[src/rtl/hazard_sched.sv]
// Hazard scheduler: EX/MEM/WB destination shadow, operand forwarding selects, load-use/mem-wait/flush sequencing.
// Forwarding and controls are combinational from state and ID inputs; the scheduler itself has no backpressure and it freezes while mem_busy is high.
module hazard_sched #(
  parameter int REG_ADDR_WIDTH = 5,
  parameter int CNT_WIDTH      = 32
) (
  input  logic                      clk,
  input  logic                      rst,
  input  logic                      id_valid,
  input  logic [REG_ADDR_WIDTH-1:0] id_rs1,
  input  logic [REG_ADDR_WIDTH-1:0] id_rs2,
  input  logic                      id_rs1_used,
  input  logic                      id_rs2_used,
  input  logic [REG_ADDR_WIDTH-1:0] id_rd,
  input  logic                      id_rd_wen,
  input  logic                      id_is_load,
  input  logic                      mem_busy,
  input  logic                      branch_flush,
  output logic                      stall_if_id,
  output logic                      bubble_ex,
  output logic                      freeze_all,
  output logic [1:0]                fwd_rs1_sel,
  output logic [1:0]                fwd_rs2_sel,
  output logic [CNT_WIDTH-1:0]      stall_cnt
);

  typedef struct packed {
    logic                      vld;
    logic [REG_ADDR_WIDTH-1:0] rd;
    logic                      wen;
    logic                      is_load;
  } slot_t;

  localparam logic [1:0] ST_RUN        = 2'd0;
  localparam logic [1:0] ST_LU_STALL   = 2'd1;
  localparam logic [1:0] ST_MEM_FREEZE = 2'd2;

  localparam logic [1:0] SEL_RF  = 2'd0;
  localparam logic [1:0] SEL_EX  = 2'd1;
  localparam logic [1:0] SEL_MEM = 2'd2;
  localparam logic [1:0] SEL_WB  = 2'd3;

  localparam logic [CNT_WIDTH-1:0] CNT_ONE = CNT_WIDTH'(1);
  localparam logic [CNT_WIDTH-1:0] CNT_MAX = '1;

  logic [1:0] state, state_nxt;
  slot_t      ex_slot, mem_slot, wb_slot;
  slot_t      new_slot, id_slot;
  logic       shift;
  logic       stall_c, bubble_c, freeze_c;

  logic ex_rs1, mem_rs1, wb_rs1;
  logic ex_rs2, mem_rs2, wb_rs2;
  logic load_use;

  // x0 is hardwired zero, so a write to it never needs forwarding.
  function automatic logic slot_match(input slot_t s,
                                      input logic [REG_ADDR_WIDTH-1:0] rs,
                                      input logic rd_req);
    return s.vld & s.wen & (s.rd == rs) & (rs != '0) & rd_req;
  endfunction

  assign ex_rs1  = slot_match(ex_slot,  id_rs1, id_rs1_used & id_valid);
  assign mem_rs1 = slot_match(mem_slot, id_rs1, id_rs1_used & id_valid);
  assign wb_rs1  = slot_match(wb_slot,  id_rs1, id_rs1_used & id_valid);
  assign ex_rs2  = slot_match(ex_slot,  id_rs2, id_rs2_used & id_valid);
  assign mem_rs2 = slot_match(mem_slot, id_rs2, id_rs2_used & id_valid);
  assign wb_rs2  = slot_match(wb_slot,  id_rs2, id_rs2_used & id_valid);

  assign load_use = ex_slot.is_load & (ex_rs1 | ex_rs2);

  always_comb begin
    fwd_rs1_sel = SEL_RF;
    if (ex_rs1)       fwd_rs1_sel = SEL_EX;
    else if (mem_rs1) fwd_rs1_sel = SEL_MEM;
    else if (wb_rs1)  fwd_rs1_sel = SEL_WB;
  end

  always_comb begin
    fwd_rs2_sel = SEL_RF;
    if (ex_rs2)       fwd_rs2_sel = SEL_EX;
    else if (mem_rs2) fwd_rs2_sel = SEL_MEM;
    else if (wb_rs2)  fwd_rs2_sel = SEL_WB;
  end

  assign id_slot = '{vld: id_valid, rd: id_rd, wen: id_rd_wen, is_load: id_is_load};

  // Priority within RUN: memory wait, then flush, then load-use.
  always_comb begin
    state_nxt = state;
    stall_c   = 1'b0;
    bubble_c  = 1'b0;
    freeze_c  = 1'b0;
    shift     = 1'b0;
    new_slot  = '0;
    case (state)
      ST_RUN: begin
        if (mem_busy) begin
          state_nxt = ST_MEM_FREEZE;
        end else if (branch_flush) begin
          bubble_c = 1'b1;
          shift    = 1'b1;
        end else if (load_use) begin
          stall_c   = 1'b1;
          bubble_c  = 1'b1;
          shift     = 1'b1;
          state_nxt = ST_LU_STALL;
        end else begin
          shift    = 1'b1;
          new_slot = id_slot;
        end
      end
      ST_LU_STALL: begin
        if (mem_busy) begin
          state_nxt = ST_MEM_FREEZE;
        end else begin
          shift     = 1'b1;
          new_slot  = id_slot;
          state_nxt = ST_RUN;
        end
      end
      ST_MEM_FREEZE: begin
        freeze_c = 1'b1;
        stall_c  = 1'b1;
        if (!mem_busy) state_nxt = ST_RUN;
      end
      default: state_nxt = ST_RUN;
    endcase
  end

  assign stall_if_id = stall_c  & ~rst;
  assign bubble_ex   = bubble_c & ~rst;
  assign freeze_all  = freeze_c & ~rst;

  always_ff @(posedge clk or posedge rst) begin
    if (rst) begin
      state    <= ST_RUN;
      ex_slot  <= '0;
      mem_slot <= '0;
      wb_slot  <= '0;
    end else begin
      state <= state_nxt;
      if (shift) begin
        wb_slot  <= mem_slot;
        mem_slot <= ex_slot;
        ex_slot  <= new_slot;
      end
    end
  end

  always_ff @(posedge clk or posedge rst) begin
    if (rst) begin
      stall_cnt <= '0;
    end else if ((stall_c | freeze_c) && (stall_cnt != CNT_MAX)) begin
      stall_cnt <= stall_cnt + CNT_ONE;
    end
  end

endmodule

[config.mk]
export PLATFORM = sky130hd
export DESIGN_NAME = hazard_sched
export DESIGN_NICKNAME = d
export VERILOG_FILES = /design/src/rtl/hazard_sched.sv
export SDC_FILE = /design/constraint.sdc
export NUM_CORES = 1
export LEC_CHECK = 0
export BUFFER_PORTS_ARGS = -buffer_cell sky130_fd_sc_hd__buf_2
export CORE_UTILIZATION = 55
export CTS_CLUSTER_DIAMETER = 60
export DETAILED_ROUTE_END_ITERATION = 10
export PLACE_DENSITY = 0.8
export SYNTH_ARGS = -nofsm -noshare
export SYNTH_HDL_FRONTEND = slang
export SYNTH_SLANG_ARGS = --single-unit
export TNS_END_PERCENT = 50
[constraint.sdc]
create_clock -name clk -period 3 [get_ports clk]
set_input_delay 0.6 -clock clk [delete_from_list [all_inputs] [get_ports clk]]
set_output_delay 0.6 -clock clk [all_outputs]
set_load 0.05 [all_outputs]
==> impl_metrics.py <==
metrics = {
    "global_route": {
        "grt_start_max_net_pins": 57,
        "grt_pass1_vias": 2551,
        "grt_pass1_wl_um": 12600,
        "antenna_found_initial": 0,
        "grtUsageTotal": 0.265,
        "grt_overflow": 0,
    },
    "logic_synthesis": {
        "synth_nets": 347,
        "yosysWarnings": 0,
        "seq_area_frac_synth": 0.442,
        "synth_area_per_cell_um2": 9.85,
        "synth_enable_flop_cells": 0,
        "async_reset_ff_frac": 1.00,
        "synth_top_flop_cell": "dfrtp_1",
        "ys_ff_latch": 56,
        "synthCells": 322,
        "synthesis.area_um2": 3170,
        "synth.distinct_cells": 43,
    },
    "cts": {
        "clk_path_buf_depth": 2,
        "clk_pin_slew_ns": 0.11,
        "clk_latency_ns": 0.32,
        "clock-sinks": 56,
        "htreeDepth": 2,
        "tritoncts": "built",
        "ctsHoldBuffers": 0,
        "cts-root-buf": "clkbuf_8",
        "numCtsBuffers": 5,
    },
    "hold_path": {
        "hold_end": "stall_cnt[27]$_DFFE_PP0P_",
        "min_path_type": "flop to flop",
        "holdCritStartpoint": "stall_cnt[27]$_DFFE_PP0P_",
        "hold_depth": 1,
    },
    "floorplan": {
        "die_x_um": 78.0,
        "dieHeight_um": 78.0,
        "start_util": 0.573,
        "boundaryPins": 63,
        "rows": 27,
        "design.core.area_um2": 5540,
        "die-area_um2": 6080,
    },
    "detailed_routing": {
        "routed_via_density": 5.78,
        "drt-total-wl_um": 7620,
        "drt-initial-drc-count": 187,
        "drtAntennaViolNets": 0,
        "dr.pass1.iters": 5,
        "post_drt_wl_per_cell_um": 16.4,
        "route.detailed.drc": 0,
        "vias": 2684,
    },
    "setup_path": {
        "end_kind": "primary output",
        "crit_fanout": 5,
        "critical_path.cell_chain": "buf_2 -> or4_1 -> o211ai_4 -> nor4_4 -> o21ai_1 -> a211oi_2 -> and2_1 -> clkbuf_4",
        "arrival_ns": 2.32,
        "cpPeakStageDelay_ns": 0.58,
        "timing.rr.start": "ex_slot[4]$_DFFE_PP0P_",
        "crit_buf_inv": 2,
        "reg2reg_to": "stall_cnt[17]$_DFFE_PP0P_",
        "crit_required_ns": 2.40,
        "reg2reg_depth": 6,
        "crit_type": "input pin to primary output",
        "crit_slowest_cell": "or4_1",
        "cp-start-kind": "input pin",
        "critPathTopFamily": "simple AND/OR/NAND/NOR gates",
        "rrSetupSlack_ns": 0.47,
    },
    "sta": {
        "rsz0062_at_grt": "false",
        "tns_ns": 0,
        "period_minus_slack_ns": 2.92,
        "fin_hold_ws_ns": 0.488,
        "finalMaxSlewViolations": 0,
        "hold_viol": 0,
        "finalSetupViolCount": 0,
        "maxSlewHeadroom": 0.541,
        "fin_crit_sh": 0.972,
        "finClkSkew_ns": 0.00507,
        "max_freq_ghz": 0.343,
        "tightest_slew_ns": 0.688,
    },
    "power_and_ir_drop": {
        "p_comb_frac": 0.252,
        "power_frac_seq": 0.508,
        "power_switching_uw": 700,
        "p_total_uw": 1870,
        "swShare": 0.374,
        "p_int_uw": 1170,
        "power_density_nw_per_um2": 501,
        "ir_drop_v": 0.000754,
        "leakage_uw": 0.00181,
        "clockPowerShare": 0.240,
    },
    "layout": {
        "stdcell_area_um2": 3730,
        "fillers": 461,
        "antenna_cells": 0,
        "drive_gt1_frac": 0.288,
        "final_nets": 416,
        "area_growth_pct": 17.7,
        "final_cell_mix": "nand2_1, buf_2, dfrtp_1",
        "fin_util": 0.674,
        "final_common_cell": "nand2_1",
    },
    "run": {
        "drv_cap": 0,
    },
    "run_status": {
        "outcome": "completed",
    },
    "placed_design": {
        "dp_hpwl_um": 5500,
        "postPlaceCellArea_um2": 3600,
        "place.gp.congestion": 0.848,
        "io_buffers": 62,
    },
}
==> stage by stage <==
step                setup slack, ns  cells
finish                       0.0841    464
global route                0.00252    464
CTS                          0.0691    464
detailed placement           0.0288    456
global placement              0.103    456
floorplan                    -0.118    322
==> flip-flops by register name, summed over array words and instances (netlist names) <==
name / flops
state: 2
mem_slot: 7
stall_cnt: 32
wb_slot: 7
ex_slot: 8
==> final cells by class <==
class,instances,area [um2],share of cell area
multi-input combinational,254,1750,0.470
sequential,56,1400,0.375
timing repair buffer,71,380,0.102
tap,72,90.1,0.0241
clock buffer,5,68.8,0.0184
clock inverter,3,27.5,0.00737
inverter,3,11.3,0.00302
==> worst reg2reg max path, cell delays in order (launching register included) <==
cell and delay (ns):
dfrtp_1 0.47, xnor2_1 0.18, nand4_1 0.18, or4_4 0.58, and3_4 0.28, or4_4 0.58
xnor2_2 0.14
==> routing by layer <==
| layer | up-vias | track usage | part of all wire |
|---|---|---|---|
| met5 | - | 0 | 0 |
| met3 | 7 | 0.0435 | 0.059 |
| li1 | 1267 | - | - |
| met4 | 0 | 0.0630 | 0.0092 |
| met2 | 84 | 0.401 | 0.45 |
| met1 | 1326 | 0.398 | 0.49 |
==> how the worst max path moves through the flow <==
| stage | startpoint | endpoint | slack, ns | depth (start not counted) |
|---|---|---|---|---|
| finish | id_rs2[1] | bubble_ex | 0.08 | 8 |
| global route | id_rs2[1] | bubble_ex | 0.003 | 8 |
| CTS | ex_slot[4]$_DFFE_PP0P_ | bubble_ex | 0.07 | 7 |
| detailed placement | id_rs2[1] | bubble_ex | 0.03 | 8 |
| global placement | id_rs2[2] | bubble_ex | 0.10 | 8 |
| floorplan | id_rs2[1] | fwd_rs2_sel[0] | -0.12 | 4 |
==> cell families (layout without fill, tap and decap cells) <==
logic type,count (synthesis),in the layout,share of synthesized area
AND/OR/NAND/NOR,170,170,0.312
AO/OA/AOI/OAI,21,21,0.0438
adder cells (fa/ha/maj),1,1,0.00394
multiplexers,1,1,0.00355
XOR/XNOR,61,61,0.175
flip-flops,56,56,0.442
buffers and inverters,12,82,0.0193
==> cells in the mapped netlist, types with 3 or more instances <==
master,instances,share of area
a21oi_1,10,0.016
and3_1,3,0.0059
and4_1,5,0.014
clkbuf_1,6,0.0071
dfrtp_1,56,0.44
inv_1,3,0.0035
nand2_1,69,0.082
nand3_1,17,0.027
nand4_1,22,0.043
nor2_1,10,0.012
nor3_1,3,0.0047
nor3_2,8,0.025
nor4_1,6,0.012
nor4_2,4,0.016
o21ai_0,3,0.0047
or4_1,5,0.012
or4_4,3,0.011
xnor2_1,37,0.10
xnor2_2,3,0.015
xor2_1,21,0.058
==> power by group through the flow <==
stage	sequential (uW)	clock [uW]	combinational, uW
2_1_floorplan	1060	0	217
3_3_place_gp	956	0	456
3_5_place_dp	961	0	463
4_1_cts	947	459	467
5_1_grt	964	481	506
6_report	951	449	471
==> what timing repair did <==
action	4_1_cts	5_1_grt
endpoints found under the hold margin	0	0
resized for setup	2	4
endpoints found under the setup margin	1	1
setup buffers	0	0
pin swaps	0	2
No activity file was read; power rests on OpenSTA's default activity.
